$ cat config.mk
export PLATFORM = sky130hd
export DESIGN_NAME = bin_to_bcd_seq_flat
export DESIGN_NICKNAME = d
export VERILOG_FILES = /design/src/rtl/bcd_pkg.sv /design/src/rtl/bin_to_bcd_seq_if.sv /design/src/rtl/bcd_pow10_rom.sv /design/src/rtl/bin_to_bcd_seq.sv /design/src/flat_wrapper.sv
export SDC_FILE = /design/constraint.sdc
export NUM_CORES = 1
export LEC_CHECK = 0
export ABC_CLOCK_PERIOD_IN_PS = 4100
export CAP_MARGIN = 20
export CORE_ASPECT_RATIO = 0.6
export CORE_UTILIZATION = 40
export DETAILED_ROUTE_END_ITERATION = 12
export GPL_ROUTABILITY_DRIVEN = 0
export GPL_TIMING_DRIVEN = 0
export SETUP_SLACK_MARGIN = 0.5
export SLEW_MARGIN = 20
export SYNTH_ARGS = -nofsm -noshare
export SYNTH_HDL_FRONTEND = slang
export SYNTH_SLANG_ARGS = --single-unit
$ cat constraint.sdc
create_clock -name clk -period 4.1 [get_ports clk]
set_input_delay 1.23 -clock clk [delete_from_list [all_inputs] [get_ports clk]]
set_output_delay 1.23 -clock clk [all_outputs]
set_load 0.05 [all_outputs]
$ cat src/rtl/bcd_pkg.sv
// Shared types, constant functions and width helpers for the sequential
// binary-to-BCD converter.
package bcd_pkg;

  // Converter control states
  typedef enum logic [1:0] {
    S_IDLE = 2'd0,
    S_CONV = 2'd1,
    S_DONE = 2'd2
  } state_e;

  // Largest digit count the 64-bit weight arithmetic is sized for
  localparam int MAX_DIGITS = 9;

  // 10^k as a 64-bit constant; used for both the weight table and the
  // overflow limit 10^DIGITS
  function automatic logic [63:0] pow10(input int k);
    logic [63:0] v;
    v = 64'd1;
    for (int i = 0; i < k; i++) begin
      v = v * 64'd10;
    end
    return v;
  endfunction

  // Ceiling log2: smallest r with 2^r >= n
  function automatic int clog2(input logic [63:0] n);
    int          r;
    logic [63:0] v;
    r = 0;
    v = 64'd1;
    while (v < n) begin
      v = v << 1;
      r++;
    end
    return r;
  endfunction

  // Width of the decimal weights and of the trial difference
  function automatic int wt_w(input int digits);
    return clog2(pow10(digits)) + 1;
  endfunction

  // Remainder width: one extra bit so the most negative input's magnitude fits
  function automatic int rest_w(input int bin_w);
    return bin_w + 1;
  endfunction

  // Digit pointer width, never narrower than one bit
  function automatic int ptr_w(input int digits);
    return (digits > 1) ? clog2(64'(digits)) : 1;
  endfunction

endpackage

$ cat src/rtl/bin_to_bcd_seq_if.sv
// Start/result bundle of the binary-to-BCD converter. The master side
// issues conversions, the slave side (the converter) returns the result.
interface bin_to_bcd_seq_if #(
  parameter int BIN_W  = 24,
  parameter int DIGITS = 8
);
  logic                  st;
  logic                  sgn;
  logic [BIN_W-1:0]      BIN;
  logic [4*DIGITS-1:0]   DEC;
  logic                  neg;
  logic                  ovf;
  logic [DIGITS-1:0]     lz_mask;
  logic                  busy;
  logic                  done;

  modport master (
    output st, sgn, BIN,
    input  DEC, neg, ovf, lz_mask, busy, done
  );

  modport slave (
    input  st, sgn, BIN,
    output DEC, neg, ovf, lz_mask, busy, done
  );
endinterface

$ cat src/rtl/bcd_pow10_rom.sv
// Combinational decimal-weight lookup: digit pointer -> 10^ptr.
// Kept apart from the FSM so the weight mux is a plain constant table.
module bcd_pow10_rom
  import bcd_pkg::*;
#(
  parameter  int DIGITS = 8,
  parameter  int WT_W   = 28,
  localparam int PTR_W  = ptr_w(DIGITS)
) (
  input  logic [PTR_W-1:0] i_ptr,
  output logic [WT_W-1:0]  o_wt
);

  logic [WT_W-1:0] w_tab [DIGITS];

  for (genvar g = 0; g < DIGITS; g++) begin : g_tab
    assign w_tab[g] = WT_W'(pow10(g));
  end

  // Select the weight addressed by the pointer
  always_comb begin
    o_wt = '0;
    for (int k = 0; k < DIGITS; k++) begin
      if (i_ptr == PTR_W'(k)) begin
        o_wt = w_tab[k];
      end
    end
  end

endmodule

$ cat src/rtl/bin_to_bcd_seq.sv
// Sequential binary-to-BCD converter. Each clock subtracts the current
// decimal weight from the remainder when it fits (incrementing that digit),
// otherwise moves to the next lower digit. Supports two's-complement input,
// overflow flagging and a leading-zero mask for display blanking.
module bin_to_bcd_seq
  import bcd_pkg::*;
#(
  parameter int BIN_W  = 24,
  parameter int DIGITS = 8
) (
  input  logic                clk,
  input  logic                rst,
  bin_to_bcd_seq_if.slave     bus
);

  localparam int          WT_W   = wt_w(DIGITS);
  localparam int          REST_W = rest_w(BIN_W);
  localparam int          PTR_W  = ptr_w(DIGITS);
  localparam int          CMP_W  = ((WT_W > REST_W) ? WT_W : REST_W) + 1;
  localparam logic [63:0] LIMIT  = pow10(DIGITS);

  localparam logic [1:0] ST_IDLE = 2'(S_IDLE);
  localparam logic [1:0] ST_CONV = 2'(S_CONV);
  localparam logic [1:0] ST_DONE = 2'(S_DONE);

  logic [1:0]          r_state;
  logic [REST_W-1:0]   r_rest;
  logic [PTR_W-1:0]    r_ptr;
  logic [4*DIGITS-1:0] r_dec;
  logic                r_neg;
  logic                r_ovf;

  logic [REST_W-1:0]   w_bin_ext;
  logic                w_neg;
  logic [REST_W-1:0]   w_mag;
  logic                w_ovf;
  logic [WT_W-1:0]     w_wt;
  logic                w_ge;
  logic [REST_W-1:0]   w_diff;
  logic [4*DIGITS-1:0] w_dec_inc;
  logic [DIGITS-1:0]   w_lz;

  // Input capture path: sign-extend only for signed requests, then take the
  // magnitude one bit wider than BIN so the most negative value survives.
  assign w_bin_ext = bus.sgn ? {bus.BIN[BIN_W-1], bus.BIN} : {1'b0, bus.BIN};
  assign w_neg     = bus.sgn & bus.BIN[BIN_W-1];
  assign w_mag     = w_neg ? (-w_bin_ext) : w_bin_ext;
  assign w_ovf     = (64'(w_mag) >= LIMIT);

  bcd_pow10_rom #(
    .DIGITS (DIGITS),
    .WT_W   (WT_W)
  ) u_rom (
    .i_ptr (r_ptr),
    .o_wt  (w_wt)
  );

  // Trial subtraction: the compare decides, the difference is only taken
  // when the weight fits, so it never needs more than REST_W bits.
  assign w_ge   = (CMP_W'(r_rest) >= CMP_W'(w_wt));
  assign w_diff = r_rest - REST_W'(w_wt);

  // Digit register image with the pointed-at digit bumped by one
  always_comb begin
    w_dec_inc = r_dec;
    for (int k = 0; k < DIGITS; k++) begin
      if (r_ptr == PTR_W'(k)) begin
        w_dec_inc[4*k +: 4] = r_dec[4*k +: 4] + 4'd1;
      end
    end
  end

  // Control FSM with remainder, pointer and digit registers
  always_ff @(posedge clk) begin
    if (rst) begin
      r_state <= ST_IDLE;
      r_rest  <= '0;
      r_ptr   <= '0;
      r_dec   <= '0;
      r_neg   <= 1'b0;
      r_ovf   <= 1'b0;
    end else begin
      case (r_state)
        ST_IDLE: begin
          if (bus.st) begin
            r_neg   <= w_neg;
            r_ovf   <= w_ovf;
            r_dec   <= '0;
            r_rest  <= w_mag;
            r_ptr   <= PTR_W'(DIGITS - 1);
            r_state <= w_ovf ? ST_DONE : ST_CONV;
          end
        end
        ST_CONV: begin
          if (w_ge) begin
            r_rest <= w_diff;
            r_dec  <= w_dec_inc;
          end else if (r_ptr != '0) begin
            r_ptr <= r_ptr - PTR_W'(1);
          end else begin
            r_state <= ST_DONE;
          end
        end
        ST_DONE: begin
          r_state <= ST_IDLE;
        end
        default: begin
          r_state <= ST_IDLE;
        end
      endcase
    end
  end

  // Leading-zero mask: a digit blanks when it and every digit above are zero;
  // the units digit is always shown.
  always_comb begin
    logic v_zero;
    v_zero = 1'b1;
    w_lz   = '0;
    for (int k = DIGITS - 1; k > 0; k--) begin
      v_zero  = v_zero & (r_dec[4*k +: 4] == 4'd0);
      w_lz[k] = v_zero;
    end
  end

  assign bus.DEC     = r_dec;
  assign bus.neg     = r_neg;
  assign bus.ovf     = r_ovf;
  assign bus.lz_mask = w_lz;
  assign bus.busy    = (r_state == ST_CONV);
  assign bus.done    = (r_state == ST_DONE);

endmodule

$ cat src/flat_wrapper.sv
// flat-port wrapper written by rule: the top's interface ports become plain ports
module bin_to_bcd_seq_flat import bcd_pkg::*;
#(
  parameter int BIN_W  = 24,
  parameter int DIGITS = 8
)
  (clk, rst, bus_st, bus_sgn, bus_BIN, bus_DEC, bus_neg, bus_ovf, bus_lz_mask, bus_busy, bus_done);
  bin_to_bcd_seq_if #(.BIN_W(BIN_W), .DIGITS(DIGITS)) bus_i ();
  input  logic clk;
  input  logic rst;
  input wire logic [$bits(bus_i.st)-1:0] bus_st;
  input wire logic [$bits(bus_i.sgn)-1:0] bus_sgn;
  input wire logic [$bits(bus_i.BIN)-1:0] bus_BIN;
  output wire logic [$bits(bus_i.DEC)-1:0] bus_DEC;
  output wire logic [$bits(bus_i.neg)-1:0] bus_neg;
  output wire logic [$bits(bus_i.ovf)-1:0] bus_ovf;
  output wire logic [$bits(bus_i.lz_mask)-1:0] bus_lz_mask;
  output wire logic [$bits(bus_i.busy)-1:0] bus_busy;
  output wire logic [$bits(bus_i.done)-1:0] bus_done;
  assign bus_i.st = bus_st;
  assign bus_i.sgn = bus_sgn;
  assign bus_i.BIN = bus_BIN;
  assign bus_DEC = bus_i.DEC;
  assign bus_neg = bus_i.neg;
  assign bus_ovf = bus_i.ovf;
  assign bus_lz_mask = bus_i.lz_mask;
  assign bus_busy = bus_i.busy;
  assign bus_done = bus_i.done;
  bin_to_bcd_seq #(.BIN_W(BIN_W), .DIGITS(DIGITS)) u_core (.clk(clk), .rst(rst), .bus(bus_i));
endmodule
After elaboration in Yosys (flattened, before gate mapping)
Cells that the tools add are included.

Register bits: 63. Input port bits: 28. Output and inout bits: 44. Word-level logic and storage cells: 108.

Add/sub/neg operators: 11. $lt $le $gt $ge: 1. Equality and inequality tests: 22. Muxes and demuxes: 32. Bitwise gates (word level): 7. Reductions and logical operators: 23.

Operator list (count): $mux 28 (7); $mux 25 (4); $mux 32 (2); $pmux 32 s2 (1); $pmux 25 s2 (1); $reduce_and 4->1 (9); $add 4x1->4 const B (8); $mux 4 (8); $ge 25x28->1 (1); $logic_not 4->1 (7); $neg 25->25 (1); $sub 25x25->25 (1); $ne 2x1->1 const B (10); $eq 3x3->1 const B (4); $mux 3 (3); $and 1x1->1 (7); $eq 3x2->1 const B (2); $mux 2 (3); $ne 2x2->1 const B (3); $pmux 3 s2 (1); $reduce_and 3->1 (2); $pmux 2 s2 (1); $eq 3x1->1 const B (1); $logic_not 3->1 (1); 8 further kinds (8).

Longest topological paths before layout
Word-level depth: 12. Depth in mapped cells: 17. Gate-level depth less buffers: 14.

Modules after synthesis
From an unflattened synthesis, not the netlist that was laid out.

Cells, all modules: 745. Area, all modules: 5532.8 um2.

By module, submodules not included: bin_to_bcd_seq (instances 1, cells an instance 707, area an instance 5266.3 um2); bcd_pow10_rom (instances 1, cells an instance 38, area an instance 266.5 um2).

Worst setup path after synthesis
Ideal clock, no wire load.

Path kind: register to output. Start point: register u_core.r_dec[28] (netlist: u_core.bus.DEC[28]). End point: output port bus_lz_mask[1]. Arrival time: 6.299 ns. Path slack: -3.429 ns. Stages on the path, launching flop included: 10. Buffers on the path: 0. Cells stage by stage: dfxtp_1 inv_1 ha_1 nor3b_1 and3_1 nand3_1 nor4b_1 and3_1 and3_1 and3_1.

Cells in the longest elaborated chain, start to end: 7.

RTL lines: start: declaration (RTL line bin_to_bcd_seq.sv:29) `logic [4*DIGITS-1:0] r_dec;`; start signal: assignment (RTL line bin_to_bcd_seq.sv:97) `r_dec <= w_dec_inc;`; $logic_not 4->1 (RTL line bin_to_bcd_seq.sv:121) `v_zero = v_zero & (r_dec[4*k +: 4] == 4'd0);`; via bus_lz_mask[7] (RTL line flat_wrapper.sv:17) `output wire logic [$bits(bus_i.lz_mask)-1:0] bus_lz_mask;`; $and 1x1->1 (RTL line bin_to_bcd_seq.sv:121); via bus_lz_mask[6] (RTL line flat_wrapper.sv:17); $and 1x1->1 (2 in a row) (RTL line bin_to_bcd_seq.sv:121); via bus_lz_mask[4] (RTL line flat_wrapper.sv:17); $and 1x1->1 (RTL line bin_to_bcd_seq.sv:121); via bus_lz_mask[3] (RTL line flat_wrapper.sv:17); $and 1x1->1 (RTL line bin_to_bcd_seq.sv:121); via bus_lz_mask[2] (RTL line flat_wrapper.sv:17); $and 1x1->1 (RTL line bin_to_bcd_seq.sv:121); end: declaration (RTL line flat_wrapper.sv:17).

The timed path passes the listed nets, and every way through them passes these cells.

Worst setup path after layout
Start point: register u_core.r_ptr[2]. End point: register u_core.r_dec[2] (netlist: u_core.bus.DEC[2]).

Cells in the longest elaborated chain, start to end: 12. Elaborated cells between the ends (all ways): 20. Classes of those cells: 1 x order compare; 9 x eq/ne; 8 x mux; 2 x reduce/logical.

RTL lines: start: declaration (RTL line bin_to_bcd_seq.sv:28) `logic [PTR_W-1:0] r_ptr;`; start signal: assignment (RTL line bin_to_bcd_seq.sv:90) `r_ptr <= PTR_W'(DIGITS - 1);`; start signal: assignment (RTL line bin_to_bcd_seq.sv:99) `r_ptr <= r_ptr - PTR_W'(1);`; $logic_not 3->1 (RTL line bcd_pow10_rom.sv:24, bin_to_bcd_seq.sv:67); $mux 1 (RTL line bcd_pow10_rom.sv:24) `if (i_ptr == PTR_W'(k)) begin`; $mux 28 (7 in a row) (RTL line bcd_pow10_rom.sv:24); $ge 25x28->1 (RTL line bin_to_bcd_seq.sv:60) `assign w_ge = (CMP_W'(r_rest) >= CMP_W'(w_wt));`; $ne 2x1->1 (no line); $reduce_and 4->1 (no line) *.

Every way passes the cells marked *; elsewhere a longest branch is shown, timed or not. A chain may end at the register's enable or synchronous reset.

==> flow_summary.json <==
{
  "synth_flop_cell": "dfxtp_1",
  "worst-r2r-cell-count": 16,
  "crit_path_end_kind": "register",
  "grt_max_degree": 11,
  "grt_pass1_wl_mm": 28.46,
  "post-route-drc-count": 0,
  "num_rows": 31,
  "fin_cells": 977,
  "p_leak_nw": 2.878,
  "worstPathCellList": "clkbuf_2, clkbuf_8, nand2b_1, nor4_1, ha_1, fa_1, nand2b_1, a21oi_2, o21ai_2, o2bb2ai_4, nor3_4, buf_4, nand2b_4, bufbuf_16, or3_4, a21oi_2",
  "diodes": 0,
  "critPathBufInv": 4,
  "tns_ns": 0,
  "htree_levels": 3,
  "grt_use_total": 0.2850,
  "vdd_drop_max_uv": 463.0,
  "vias": 5730,
  "fin_nets": 878,
  "vias_per_cell": 5.865,
  "insertion_delay_ns": 0.34,
  "fillers": 1064,
  "cp.arrival_ns": 3.94,
  "cts_tree": "done",
  "dp_hpwl_mm": 13.44,
  "drive_gt1_frac": 0.2155,
  "fp.dieW_um": 147.6,
  "die_y_um": 89.36,
  "drv_cap": 0,
  "ys_top_cells_by_area": "dfxtp_1, ha_1, a21oi_1",
  "hold_violations": 0,
  "synthToLayoutAreaGrowth_pct": 44.29,
  "cts_root_buffer": "clkbuf_16",
  "yosysWarnings": 0,
  "port_buffers": 68,
  "antenna_found_initial": 0,
  "design.die.area_um2": 13190,
  "drtIter0Drc": 552,
  "ys_ff_latch": 63,
  "synth_edf_count": 0,
  "slew_headroom": 0.3626,
  "wire_per_inst_um": 19.70,
  "io_pins": 72,
  "area.sequential_um2": 1276,
  "hold_buffers": 0,
  "synthesis.area_um2": 5087,
  "rsz0062_at_grt": "true",
  "clk_pin_slew_ns": 0.06,
  "synthDistinctLibCells": 70,
  "crit_slowest_cell": "fa_1",
  "grt_pass1_vias": 5058,
  "holdPathStages": 2,
  "synth_top_cell_area_share": 0.2479,
  "synthCells": 678,
  "detail_route.wirelength_mm": 19.25,
  "overflow": 0,
  "tightest_slew_ns": 0.9560,
  "period_share": 0.8951,
  "firstDrtPassIters": 5,
  "core-area_um2": 12220,
  "dp_cells": 912,
  "worst-path-stages": 16,
  "path_class": "reg -> reg",
  "crit_path_max_fanout": 10,
  "status": "complete, no violations",
  "clk_path_buf_depth": 2,
  "cpPeakStageDelay_ns": 0.41,
  "finalSetupViolations": 0,
  "synth_top_cell_by_area": "dfxtp_1",
  "hold_path.class": "reg -> reg",
  "timing.fmax_mhz": 272.5,
  "cts.sinks": 63,
  "avgSynthCellArea_um2": 7.504,
  "async_reset_ff_frac": 0,
  "cts-buffers-inserted": 9,
  "drtAntennaViolNets": 0,
  "crit_family": "simple AND/OR/NAND/NOR gates",
  "cp-start-kind": "register",
  "multi_input_area_um2": 3988,
  "floorplan.initialDensity": 0.4164,
  "p_per_area_nw_per_um2": 913.8,
  "worst-endpoint-required_ns": 4.37,
  "min_period_ns": 3.670,
  "skew_ns": 0.01149,
  "yosysSeqAreaShare": 0.2479,
  "fin_total_pwr_mw": 6.708,
  "slew_violations": 0
}
## worst register-to-register path, cell delays in order, from the launching register on
cell	delay, ns
dfxtp_1	0.31
clkbuf_2	0.23
clkbuf_8	0.22
nand2b_1	0.19
nor4_1	0.09
ha_1	0.21
fa_1	0.41
nand2b_1	0.20
a21oi_2	0.26
o21ai_2	0.14
o2bb2ai_4	0.21
nor3_4	0.07
buf_4	0.14
nand2b_4	0.14
bufbuf_16	0.28
or3_4	0.37
a21oi_2	0.12
## layout by cell type (no fill, tap or decap), types with 19 or more instances in the layout
master,synthesis,routed
dfxtp_1,63,59
o21ai_0,32,29
buf_4,2,42
nor2_1,58,56
clkbuf_1,27,19
inv_1,28,23
clkdlybuf4s50_1,0,63
nand2_1,78,76
ha_1,42,31
a21oi_1,76,68
## registers in the layout, summed over array words and instances (netlist names)
register,cells
u_core.bus.DEC,32
u_core.bus.neg,1
u_core.r_ptr,3
u_core.r_rest,25
u_core.r_state,2
## what timing repair did
action	4_1_cts	5_1_grt
buffers inserted	20	27
endpoints found under the setup margin	67	65
cloned	1	1
gates resized for setup	72	89
pin swaps	14	38
## per-stage QoR
step                worst slack [ns]  hold WS [ns]    util  area [um2]
finish                        0.4302        0.4609  0.6008        7341
floorplan                    -0.4641        0.4362       -        5157
CTS                           0.3495        0.4623  0.5504        6725
global route                  0.3871        0.4842  0.6008        7341
global placement            -0.09523        0.4504  0.4947        6045
detailed placement           -0.1506        0.4496  0.4947        6045
## path summary, 6_finish.rpt
check | from | endpoint | slack (ns)
setup reg to reg | u_core.r_ptr[2]$_SDFFE_PP0P_ | u_core.bus.DEC[2]$_SDFFE_PP0P_ | 0.43
hold / removal | u_core.r_rest[9]$_SDFFE_PP0P_ | u_core.r_rest[9]$_SDFFE_PP0P_ | 0.46
hold reg to reg | u_core.r_rest[9]$_SDFFE_PP0P_ | u_core.r_rest[9]$_SDFFE_PP0P_ | 0.46
setup / recovery | u_core.r_ptr[2]$_SDFFE_PP0P_ | u_core.bus.DEC[2]$_SDFFE_PP0P_ | 0.43
## cells in the mapped netlist, types with 2 or more instances
library cell	n
o31ai_1	6
and3_1	9
a32o_1	8
xor2_1	18
a221oi_1	2
inv_1	28
clkbuf_1	27
xnor2_1	17
o22ai_1	2
nor2_1	58
a31o_2	2
nand2b_1	11
nand4_1	9
buf_8	2
a211oi_1	16
or3_1	19
nand2_1	78
a311oi_1	2
a21o_1	13
a31oi_1	12
nand3_1	15
and2_1	8
nor3_1	15
o21ai_0	32
nor2b_1	9
a21oi_1	76
ha_1	42
nor4_1	6
o21a_1	9
buf_2	10
buf_4	2
o211ai_1	15
dfxtp_1	63
## routing by layer
metal | global-route usage | part of all wire | wire length [um]
met1 | 0.4174 | 0.47 | 9088
met2 | 0.4057 | 0.41 | 7833
met3 | 0.08367 | 0.11 | 2075
met5 | 0 | 0 | 0
met4 | 0.06092 | 0.013 | 247
## power breakdown
group	switching [mW]	total (mW)	internal (mW)
sequential	0.108	0.850	0.742
combinational	2.89	5.12	2.23
clock	0.297	0.735	0.438
total	3.30	6.71	3.41
## final cells by class
cell class	instances	area share
multi-input cells	543	0.5432
flip-flops and latches	63	0.1739
repair buffers	117	0.1563
plain buffers	44	0.04449
clock buffers	12	0.03494
well taps	165	0.02812
inverters	29	0.01636
clock inverters	4	0.002727
## cells by family after synthesis
family / Yosys count / synth area share
adder cells (fa/ha/maj): 43 / 0.1072
flip-flops: 63 / 0.2479
other: 1 / 0.0007371
AO/OA/AOI/OAI: 208 / 0.2641
multiplexers: 1 / 0.001968
AND/OR/NAND/NOR: 254 / 0.2538
buffers and inverters: 73 / 0.06394
XOR/XNOR: 35 / 0.06025
Note: power is estimated with default switching activity, not from simulation.
